<file path="src/rtl/sr04_dist_filter.sv">
// rtl/sr04_dist_filter.sv - range gate, 4-tap moving average and sequential BCD converter for SR04 distances
module sr04_dist_filter #(
  parameter int MIN_CM = 2,
  parameter int MAX_CM = 400
) (
  input  logic        clk,
  input  logic        rst,
  input  logic        dist_done,
  input  logic [9:0]  distance,
  output logic [9:0]  avg_dist,
  output logic        avg_valid,
  output logic [15:0] bcd,
  output logic        bcd_valid,
  output logic        out_of_range,
  output logic        busy
);

  localparam logic [9:0] MIN_V = 10'(MIN_CM);
  localparam logic [9:0] MAX_V = 10'(MAX_CM);

  typedef enum logic [1:0] {S_IDLE, S_SHIFT, S_DONE} state_t;

  logic [9:0]  ent_q [4];
  logic [1:0]  ptr_q;
  logic        filled_q;
  logic [11:0] sum_q;
  logic        upd_q;
  logic        oor_q;
  logic [9:0]  avg_q;
  logic        avg_valid_q;

  state_t      state_q;
  logic [3:0]  cnt_q;
  logic [9:0]  bin_q;
  logic [15:0] scr_q;
  logic [9:0]  pend_q;
  logic        pend_v_q;
  logic [15:0] bcd_q;
  logic        bcd_valid_q;

  logic        sample_ok;
  logic [9:0]  new_avg;
  logic [15:0] scr_adj;

  // Add 3 to every BCD digit of 5 or more before the doubling shift.
  function automatic logic [15:0] add3(input logic [15:0] v);
    logic [15:0] r;
    r = v;
    for (int i = 0; i < 4; i++) begin
      if (r[i*4 +: 4] >= 4'd5) r[i*4 +: 4] = r[i*4 +: 4] + 4'd3;
    end
    return r;
  endfunction

  assign sample_ok = (distance >= MIN_V) && (distance <= MAX_V);
  assign new_avg   = sum_q[11:2];
  assign scr_adj   = add3(scr_q);

  // Range gate and circular buffer with running sum; first accepted sample prefills all taps.
  always_ff @(posedge clk) begin
    if (rst) begin
      for (int i = 0; i < 4; i++) ent_q[i] <= '0;
      ptr_q    <= '0;
      filled_q <= 1'b0;
      sum_q    <= '0;
      upd_q    <= 1'b0;
      oor_q    <= 1'b0;
    end else begin
      upd_q <= 1'b0;
      if (dist_done) begin
        if (!sample_ok) begin
          oor_q <= 1'b1;
        end else begin
          oor_q <= 1'b0;
          upd_q <= 1'b1;
          if (!filled_q) begin
            for (int i = 0; i < 4; i++) ent_q[i] <= distance;
            sum_q    <= {distance, 2'b00};
            filled_q <= 1'b1;
            ptr_q    <= '0;
          end else begin
            sum_q        <= sum_q - {2'b00, ent_q[ptr_q]} + {2'b00, distance};
            ent_q[ptr_q] <= distance;
            ptr_q        <= ptr_q + 2'd1;
          end
        end
      end
    end
  end

  // Register the truncated average one cycle after the sum settles.
  always_ff @(posedge clk) begin
    if (rst) begin
      avg_q       <= '0;
      avg_valid_q <= 1'b0;
    end else begin
      avg_valid_q <= upd_q;
      if (upd_q) avg_q <= new_avg;
    end
  end

  // Double-dabble converter; a newer average arriving while busy replaces any pending one.
  always_ff @(posedge clk) begin
    if (rst) begin
      state_q     <= S_IDLE;
      cnt_q       <= '0;
      bin_q       <= '0;
      scr_q       <= '0;
      pend_q      <= '0;
      pend_v_q    <= 1'b0;
      bcd_q       <= '0;
      bcd_valid_q <= 1'b0;
    end else begin
      bcd_valid_q <= 1'b0;
      case (state_q)
        S_IDLE: begin
          if (upd_q) begin
            bin_q   <= new_avg;
            scr_q   <= '0;
            cnt_q   <= '0;
            state_q <= S_SHIFT;
          end
        end
        S_SHIFT: begin
          scr_q <= {scr_adj[14:0], bin_q[9]};
          bin_q <= {bin_q[8:0], 1'b0};
          cnt_q <= cnt_q + 4'd1;
          if (cnt_q == 4'd9) state_q <= S_DONE;
          if (upd_q) begin
            pend_q   <= new_avg;
            pend_v_q <= 1'b1;
          end
        end
        S_DONE: begin
          bcd_q       <= scr_q;
          bcd_valid_q <= 1'b1;
          scr_q       <= '0;
          cnt_q       <= '0;
          if (upd_q) begin
            bin_q    <= new_avg;
            pend_v_q <= 1'b0;
            state_q  <= S_SHIFT;
          end else if (pend_v_q) begin
            bin_q    <= pend_q;
            pend_v_q <= 1'b0;
            state_q  <= S_SHIFT;
          end else begin
            state_q <= S_IDLE;
          end
        end
        default: state_q <= S_IDLE;
      endcase
    end
  end

  assign avg_dist     = avg_q;
  assign avg_valid    = avg_valid_q;
  assign bcd          = bcd_q;
  assign bcd_valid    = bcd_valid_q;
  assign out_of_range = oor_q;
  assign busy         = (state_q != S_IDLE);

endmodule

</file>
<file path="config.mk">
export PLATFORM = sky130hd
export DESIGN_NAME = sr04_dist_filter
export DESIGN_NICKNAME = d
export VERILOG_FILES = /design/src/rtl/sr04_dist_filter.sv
export SDC_FILE = /design/constraint.sdc
export NUM_CORES = 1
export LEC_CHECK = 0
export CORE_UTILIZATION = 45
export CTS_CLUSTER_DIAMETER = 120
export DETAILED_ROUTE_END_ITERATION = 10
export HOLD_SLACK_MARGIN = 0.06
export PLACE_DENSITY = 0.64
export SLEW_MARGIN = 20
export SYNTH_ARGS = -nofsm -noshare
export SYNTH_HDL_FRONTEND = slang
export SYNTH_SLANG_ARGS = --single-unit
</file>
<file path="constraint.sdc">
create_clock -name clk -period 8.8 [get_ports clk]
set_input_delay 1.76 -clock clk [delete_from_list [all_inputs] [get_ports clk]]
set_output_delay 1.76 -clock clk [all_outputs]
set_load 0.005 [all_outputs]
</file>
==> results.md <==
- Post-Synth XOR/XNOR Area: 0.0157
- Vias in the first global route: 4749
- Remaining Overflow, GRT: 0
- Fin crit period: 4.64 ns
- Drt first pass iters: 5
- Drt drc: 0
- Clock network power share: 0.415
- Largest family of logic cells by synthesized area: simple AND/OR/NAND/NOR gates
- Worst slew pin tran: 1.07 ns
- Initial Utilization: 0.460
- Placed cell areas: 7170 sq um
- FFs w/ async S/R, synth: 0
- Post-synth EDFFs: 40
- # setup viols final: 0
- Initial antenna violation count: 0
- # Max-Cap Violations: 0
- Adder-Cell Fraction of Synth Area: 0.0861
- Max VDD drop: 0.133 mV
- Setup crit start kind: input port
- Final worst clock skew: 0.00769 ns
- Net Sw Frac: 0.275
- Hold Vio Cnt, Final: 0
- RSZ-0062 raised after global routing: false
- GP Congestion: 0.876
- Global-route wire length before repair: 24400 microns
- Power consumption: 1510 uW
- Worst hold path cell count: 2
- Die Span X: 124 microns
- CTS Root Cell: clkbuf_16
- DIE AREA: 15300 sq um
- Fin crit share: 0.528
- Sequential fraction of the synthesis area: 0.449
- Setup TNS: 0 ns
- Starting DRC count in detailed routing: 509
- # port buffers: 42
- Setup bufs post-CTS: 0
- Syn. warnings: 0
- TritonCTS clock tree: built
- Synthesized area: 6680 sq um
- Most frequent cell after synthesis: dfxtp_1
- Cells after Synth: 719
- Post-synthesis compound-gate area fraction: 0.149
- Post_cts resized: 0
- Kind of critical path: in -> reg
- Clk sinks: 130
- Post-synthesis mux area share: 0.0637
- Via Count: 5317
- F_max: 215 MHz
- Slew Viols, Final: 0
- Seq pwr share: 0.434
- # hold bufs at CTS: 0
- Leakage Power: 0.00277 uW
- Post-route cell area: 7700 sq um
- Synthesized-area fraction occupied by and/or/nand/nor cells: 0.166
- Unique masters post-synth: 51
- Net switching power: 416 uW
- Post-Syn Area per Cell: 9.29 sq um
- Required @ worst endpoint: 8.93 ns
- Yosys top cell area share: 0.270
- Die height: 124 microns
- Flip-flop and latch count after synthesis: 130
- Crit path arrival time: 4.77 ns
- WL final: 15400 microns
- FP Rows: 44
- Layout cell share with drive strength beyond 1: 0.0648
- Core Footprint: 14500 sq um
- Deepest clock path buffer count: 2
- Pint: 1100 uW
- Vias/cell: 5.66
- Final Net Count: 797
- Worst-path fanout max: 40
- N_diodes: 0
- CTS Buf Count: 17
- R2r worst-path depth: 10
- Clk Latency, worst-skew pair: 0.42 ns
- Global Route Usage Sum: 0.212
- Min Hold Slack: 0.452 ns
- Comb pwr share: 0.150
- Pwr/cell area: 197 nW/um^2
- Top post-synthesis cells by count: 90 x dfxtp_1, 77 x nor2_1, 70 x inv_1, 62 x a21oi_1, 61 x nand2_1
- Drt wl/cell: 16.4 microns
- Area contributors post-synth: dfxtp_1 27%, edfxtp_1 18%, ha_1 5.6%, a21oi_1 4.6%, nor2_1 4.3%
- Final Util: 0.530
- Clock transition at the registers of the reported paths: 0.06 ns
- Main synth FF type: dfxtp_1
- I/O pins: 43
- HPWL after DPL: 10400 microns
- Area leader, netlist: dfxtp_1
- Max H-tree Level: 4
- Antenna viol nets, final: 0
- Hold Path Class: reg -> reg
- Maximum number of pins on one net before global-route repair: 101
- Worst setup EP type: flop
- Area Overhead vs Synth: 15.2%
- Slew margin rel.: 0.287
- Status: finished, final reports clean
[path summary, 6_finish.rpt]
check | to | slack (ns) | from
min reg2reg | pend_q[4] | 0.45 | pend_q[4]
min | pend_q[4] | 0.45 | pend_q[4]
max reg2reg | sum_q[7] | 5.09 | flop
max | ent_q[3][6] | 4.16 | distance[0]
[placed cells by master (no fill, tap or decap), drive strengths merged, types with 2 or more instances in the layout]
cell            n
o21a            2
nor4           35
o311ai          2
nand3           9
o21ai          38
mux2i          20
nand2b         13
clkinv          8
clkdlybuf4s50  41
or3             3
a22oi          19
buf             6
mux4           10
dfxtp          90
a21oi          62
inv            71
fa             10
nor4b           4
a211oi         16
conb            4
o211a           2
and2            2
nand2          61
ha             30
a21o            2
xor2            4
edfxtp         40
and3            2
nor2b           7
nand3b          3
o211ai          2
nor2           77
a22o            2
a31oi           7
nor3            9
clkbuf         22
xnor2           8
[routing by layer]
layer,share of wire,GRT usage,vias to the layer above
li1,-,-,2575
met1,0.46,0.284,2541
met2,0.46,0.328,178
met3,0.055,0.0495,23
met4,0.019,0.0889,0
met5,0,0,-
[critical path, cell delays in order]
cell	delay, ns
clkdlybuf4s50_1	0.56
o41ai_1	0.37
a211oi_1	0.15
or3_1	0.64
buf_4	0.38
o21ai_0	0.62
buf_4	0.28
[per-stage QoR]
step	worst slack (ns)	cells
6_report	4.16	940
5_1_grt	3.95	940
4_1_cts	4.18	940
3_5_place_dp	3.77	909
3_3_place_gp	3.57	909
2_1_floorplan	4.73	722
[area by class of cell]
type / instances / area [sq um]
clock buffer: 22 / 465
clock inverter: 9 / 57.6
fill: 1286 / 6840
inverter: 70 / 263
multi-input combinational: 478 / 3220
sequential: 130 / 3000
tap: 184 / 230
timing repair buffer: 47 / 455
[registers in the layout, indices dropped and copies added (netlist names), named ones only]
register	cells
out_of_range	1
sum_q	12
avg_dist	10
upd_q	1
ptr_q	2
cnt_q	4
scr_q	16
pend_v_q	1
avg_valid	1
ent_q	40
bcd	16
bcd_valid	1
filled_q	1
bin_q	10
state_q	2
pend_q	10
[logic make-up (layout without fill, tap and decap cells)]
logic type	count (synthesis)	after routing
xor+xnor	12	12
fa+ha+maj	40	40
compound gates	164	164
mux	30	30
simple gates	228	228
other cells	1	4
flops	130	130
buf+inv	114	148
[power by group through the flow]
stage	logic, uW	clock network [uW]	registers, uW
finish	228	628	657
floorplan	174	0	661
detailed placement	224	0	669
CTS	226	640	657
global placement	218	0	668
global route	251	666	659
No activity file was read; power rests on OpenSTA's default activity.
